### src/rtl/sw_datapath.sv
// Multi-cycle store-word datapath: fetch, decode, address add, then a req/ack store
// to data memory with an abort timer.
//
// state    | meaning
// S_FETCH  | idle; latch inst_i into IR when en=1
// S_DECODE | check opcode, read base (A) and store data (B) from register file
// S_EXEC   | ALUOut = A + signext(imm), arm store timer
// S_MEM    | hold dm_req until dm_ack or timer expiry
module sw_datapath #(
  parameter int PC_W    = 32,
  parameter int TIMEOUT = 16
) (
  input  logic            clk,
  input  logic            rst,
  input  logic            en,
  output logic [PC_W-1:0] pc_o,
  input  logic [31:0]     inst_i,
  input  logic            rf_we,
  input  logic [4:0]      rf_waddr,
  input  logic [31:0]     rf_wdata,
  output logic            dm_req,
  output logic [31:0]     dm_addr,
  output logic [31:0]     dm_wdata,
  input  logic            dm_ack,
  output logic            busy,
  output logic            illegal,
  output logic            timeout,
  output logic [15:0]     store_cnt
);

  localparam logic [5:0] OP_SW = 6'b101011;
  localparam int TW = (TIMEOUT > 1) ? $clog2(TIMEOUT) : 1;
  localparam logic [TW-1:0] TMR_LOAD = TW'(TIMEOUT - 1);

  typedef enum logic [1:0] {S_FETCH, S_DECODE, S_EXEC, S_MEM} state_t;

  state_t          state, state_nxt;
  logic [PC_W-1:0] pc;
  logic [31:0]     ir, a, b, alu_out;
  logic [TW-1:0]   tmr;
  logic [31:0]     rf [0:31];
  logic [31:0]     rs_val, rt_val;
  logic            ir_load, ab_load, alu_load, tmr_load;
  logic            pc_inc, cnt_inc, illegal_nxt, timeout_nxt;

  // Entry 0 is never written; reads of index 0 are forced to zero instead.
  always_ff @(posedge clk) begin
    if (rf_we && (rf_waddr != 5'd0))
      rf[rf_waddr] <= rf_wdata;
  end

  assign rs_val = (ir[25:21] == 5'd0) ? 32'd0 : rf[ir[25:21]];
  assign rt_val = (ir[20:16] == 5'd0) ? 32'd0 : rf[ir[20:16]];

  always_comb begin
    state_nxt   = state;
    ir_load     = 1'b0;
    ab_load     = 1'b0;
    alu_load    = 1'b0;
    tmr_load    = 1'b0;
    pc_inc      = 1'b0;
    cnt_inc     = 1'b0;
    illegal_nxt = 1'b0;
    timeout_nxt = 1'b0;
    case (state)
      S_FETCH: begin
        if (en) begin
          ir_load   = 1'b1;
          state_nxt = S_DECODE;
        end
      end
      S_DECODE: begin
        if (ir[31:26] != OP_SW) begin
          illegal_nxt = 1'b1;
          pc_inc      = 1'b1;
          state_nxt   = S_FETCH;
        end else begin
          ab_load   = 1'b1;
          state_nxt = S_EXEC;
        end
      end
      S_EXEC: begin
        alu_load  = 1'b1;
        tmr_load  = 1'b1;
        state_nxt = S_MEM;
      end
      S_MEM: begin
        // An ack on the last allowed cycle still completes the store.
        if (dm_ack) begin
          pc_inc    = 1'b1;
          cnt_inc   = 1'b1;
          state_nxt = S_FETCH;
        end else if (tmr == '0) begin
          timeout_nxt = 1'b1;
          pc_inc      = 1'b1;
          state_nxt   = S_FETCH;
        end
      end
      default: state_nxt = S_FETCH;
    endcase
  end

  always_ff @(posedge clk) begin
    if (!rst) begin
      state     <= S_FETCH;
      pc        <= '0;
      ir        <= '0;
      a         <= '0;
      b         <= '0;
      alu_out   <= '0;
      tmr       <= '0;
      illegal   <= 1'b0;
      timeout   <= 1'b0;
      store_cnt <= '0;
    end else begin
      state   <= state_nxt;
      illegal <= illegal_nxt;
      timeout <= timeout_nxt;
      if (ir_load)  ir <= inst_i;
      if (ab_load) begin
        a <= rs_val;
        b <= rt_val;
      end
      if (alu_load) alu_out <= a + {{16{ir[15]}}, ir[15:0]};
      if (tmr_load)
        tmr <= TMR_LOAD;
      else if ((state == S_MEM) && (tmr != '0))
        tmr <= tmr - 1'b1;
      if (pc_inc)  pc <= pc + PC_W'(1);
      if (cnt_inc) store_cnt <= store_cnt + 16'd1;
    end
  end

  assign pc_o     = pc;
  assign dm_req   = (state == S_MEM);
  assign dm_addr  = alu_out;
  assign dm_wdata = b;
  assign busy     = (state != S_FETCH);

endmodule

### config.mk
export PLATFORM = sky130hd
export DESIGN_NAME = sw_datapath
export DESIGN_NICKNAME = d
export VERILOG_FILES = /design/src/rtl/sw_datapath.sv
export SDC_FILE = /design/constraint.sdc
export NUM_CORES = 2
export LEC_CHECK = 0
export CAP_MARGIN = 10
export CORE_ASPECT_RATIO = 1.25
export CORE_MARGIN = 10
export CORE_UTILIZATION = 55
export CTS_CLUSTER_DIAMETER = 100
export DETAILED_ROUTE_END_ITERATION = 8
export GPL_TIMING_DRIVEN = 1
export PLACE_DENSITY_LB_ADDON = 0.12
export SYNTH_ARGS = -nofsm -noshare
export SYNTH_HDL_FRONTEND = slang
export SYNTH_SLANG_ARGS = --single-unit
### constraint.sdc
create_clock -name clk -period 3.2 [get_ports clk]
set_clock_uncertainty 0.1 [all_clocks]
set_input_delay 0.64 -clock clk [delete_from_list [all_inputs] [get_ports clk]]
set_output_delay 0.64 -clock clk [all_outputs]
set_load 0.1 [all_outputs]
==> flow_summary_export.csv <==
group,metric,value,unit
die,die_area,0.114,mm^2
setup_path,required,3.74,ns
synthesis,ys_seq_elements,1218,
routing,wire_per_inst,32.1,um
finish,seq_area,0.0347,mm^2
finish,final_util,64.2,%
synthesis,async_reset_ff_share,0,%
synthesis,ys_seq_area_share,62.3,%
routing,dr.pass1.iters,5,
die,die_y,375,um
synthesis,post_synth_num_cell_types,70,
power,p_leak,20.4,nW
clock_network,clk-insertion-delay-late,0.73,ns
clock_network,cts.sinks,1218,
finish,n_fill_cell,6900,
synthesis,synth_edf_count,1024,
global_routing,grt.total_usage,26.6,%
global_routing,overflow,0,
power,p_int,26.7,mW
clock_network,cts_setup_buffers,0,
clock_network,cts_resized,0,
global_routing,grt_use_met1,34.9,%
synthesis,synthTopCellsByArea,"edfxtp_1 55%, mux4_2 26%, dfxtp_1 7.0%",
global_routing,antenna_found_initial,5,
clock_network,htreeDepth,3,
setup_path,rr_startpoint,"a[12]$_SDFFE_PN0P_",
hold_path,holdCritPathClass,"primary input to flop",
synthesis,synthFlopType,"edfxtp_1",
synthesis,synth_area,0.0556,mm^2
clock_network,cts-buffers-inserted,118,
routing,final_antenna_net_count,0,
clock_network,path_clk_slew,0.06,ns
synthesis,syn_inst,2958,
synthesis,synth_most_common_cell,"edfxtp_1",
sta,fin_setup_tns,0,ns
synthesis,synth_top_family_by_area,"multiplexers",
run_status,run_status,"finished, final reports clean",
synthesis,synth-xor-area-share,0.899,%
clock_network,clockRootBuffer,"clkbuf_16",
global_routing,use_met2,43.5,%
routing,finalWirelength,151,mm
power,swShare,22.5,%
synthesis,yosysWarnings,0,
setup_path,critPathLaunch,"a[12]$_SDFFE_PN0P_",
routing,vias,31300,
synthesis,synth_top_area_cell,"edfxtp_1",
global_routing,use_met3,6.24,%
power,p_comb_share,8.8,%
hold_path,hold_path.startpoint,"rst",
routing,first_iter_violations,3540,
clock_network,clk_path_buf_depth,3,
setup_path,worstPathCellList,"ha_1, a211oi_1, o21ai_0, a221oi_1, a21oi_1, a211oi_2, o211ai_1, a41oi_1",
power,power_frac_clock,40.2,%
sta,fmax,348,MHz
job,max-cap-violations,0,
global_routing,grt_pass1_wl,224,mm
die,die_w,304,um
die,io_pins,190,
clock_network,cts_hold_buffers,0,
finish,multi_input_area,0.0203,mm^2
routing,viasPerCell,6.64,
placement,hpwl,94.2,mm
placement,gp_congestion,0.860,
setup_path,critPathArrivalTime,3.42,ns
setup_path,crit_path_end_kind,"flop",
sta,relSlewSlack,25.4,%
sta,worst_pin_slew,1.12,ns
power,cellPowerDensity,535,mW/mm^2
power,seq_power_share,51.0,%
die,core,0.100,mm^2
setup_path,crit_fanout,7,
routing,drc,0,
sta,timing.final.crit_share,89.8,%
global_routing,grt.busiest_layer,"met2",
die,initial_core_util,55.4,%
synthesis,syn_area_per_cell,18.8,um^2
setup_path,crit_type,"flop to flop",
synthesis,synth_compound_area_share,3.02,%
setup_path,cpPeakStageDelay,0.50,ns
synthesis,synthMuxAreaShare,27.1,%
synthesis,synth_commonest_cells,"1024 x edfxtp_1, 640 x mux4_2, 212 x nand2_1",
sta,hold_viol_final,0,
global_routing,grt_pass1_vias,32900,
power,p_sw,7.77,mW
setup_path,critPathSlowestCell,"a211oi_2",
synthesis,synthSimpleGateAreaFrac,3.98,%
sta,slew_viol_final,0,
power,ir_drop,0.449,mV
synthesis,synth_top_cell_area_share,55.3,%
global_routing,grt_max_degree,65,
finish,fin_nets,3403,
sta,finalCriticalPeriod,2.87,ns
placement,portBuffers,189,
sta,finalSetupViolations,0,
die,num_rows,130,
clock_network,cts_tree,"done",
synthesis,synth_fa_ha_area_share,0.802,%
setup_path,crit_path_start_kind,"flop",
sta,rsz0062_at_grt,"no",
finish,drive_gt1_share,35.1,%
finish,area_delta_synth_final,15.9,%
[sequential cells by signal, indices dropped and copies added, names as in the netlist, named ones only]
name	flops
dm_wdata	32
rf	1024
a	32
ir	32
illegal	1
dm_addr	32
pc_o	32
store_cnt	16
state	1
timeout	1
tmr	4
[critical path: cells and delay by family (launching register included)]
kind,cells,cell delay [ns]
AO/OA/AOI/OAI,7,1.97
adder cells (fa/ha/maj),1,0.41
flip-flops,1,0.33
[cells by family after synthesis]
group	count (synthesis)
xor gates and xnor gates	57
muxes	706
DFF	1218
and+or+nand+nor	456
buffers and inverters	220
AOI/OAI and AO/OA	265
other	1
adders and majority gates	35
[placed cells by master, fill, tap and decap left out, types with 8 or more instances in the layout]
master,netlist,layout
a21boi_0,47,47
a21o_1,16,16
a21oi_1,35,35
and2_1,50,50
and3_1,15,15
buf_12,0,66
buf_4,27,254
bufinv_16,0,10
clkbuf_1,120,23
clkbuf_16,0,121
clkdlybuf4s50_1,0,72
clkinv_1,0,23
clkinv_2,0,24
conb_1,1,32
dfxtp_1,194,184
dfxtp_4,0,8
edfxtp_1,1024,1024
ha_1,34,34
inv_1,12,12
mux2i_1,66,66
mux4_2,640,640
nand2_1,212,212
nand3_1,31,31
nand4_1,17,17
nor2_1,59,28
nor2_4,1,32
nor2b_1,13,12
nor3_1,15,15
o21ai_0,42,40
o21ai_1,65,65
or3_1,10,10
xnor2_1,38,38
xor2_1,19,19
[metal layers]
metal,share of wire [%],up-vias
met5,0.024,-
li1,-,13000
met2,50,1504
met3,9.2,259
met1,38,16500
met4,3.1,6
[final cells by class]
| class | count | share of cell area, % |
|---|---|---|
| Sequential cell | 1218 | 53.8 |
| Multi-Input combinational cell | 1551 | 31.5 |
| Timing Repair Buffer | 393 | 6.14 |
| Clock buffer | 148 | 4.92 |
| Tap cell | 1320 | 2.56 |
| Clock inverter | 72 | 0.993 |
| Inverter | 12 | 0.0699 |
| Antenna cell | 2 | 0.00777 |
[path summary, 6_finish.rpt]
| check | endpoint | slack, ns | cells past startpoint |
|---|---|---|---|
| setup / recovery | dm_addr[31]$_SDFFE_PN0P_ | 0.33 | 8 |
| setup reg to reg | dm_addr[31]$_SDFFE_PN0P_ | 0.33 | 8 |
| hold reg to reg | dm_wdata[31]$_SDFFE_PN0P_ | 0.35 | 2 |
| hold / removal | ir[26]$_SDFFE_PN0P_ | 0.16 | 2 |
[power by group through the flow]
stage	combinational, mW	clock [mW]	sequential (mW)
2_1_floorplan	1.83	0	17.8
6_report	3.02	13.9	17.6
3_5_place_dp	3.02	0	17.9
4_1_cts	3.03	14.1	17.6
3_3_place_gp	2.97	0	17.9
5_1_grt	3.19	14.7	17.6
[per-stage QoR]
step / hold slack [ns] / setup WS (ns) / total power [mW] / area, um^2 / instances
global placement: 0.338 / 0.359 / 20.9 / 60600 / 4494
CTS: 0.112 / 0.394 / 34.6 / 64400 / 4714
finish: 0.157 / 0.327 / 34.4 / 64400 / 4716
floorplan: 0.333 / 0.218 / 19.7 / 55700 / 2989
global route: 0.157 / 0.0920 / 35.5 / 64400 / 4714
detailed placement: 0.344 / 0.303 / 20.9 / 60600 / 4494
(Power assumes the default switching activity.)
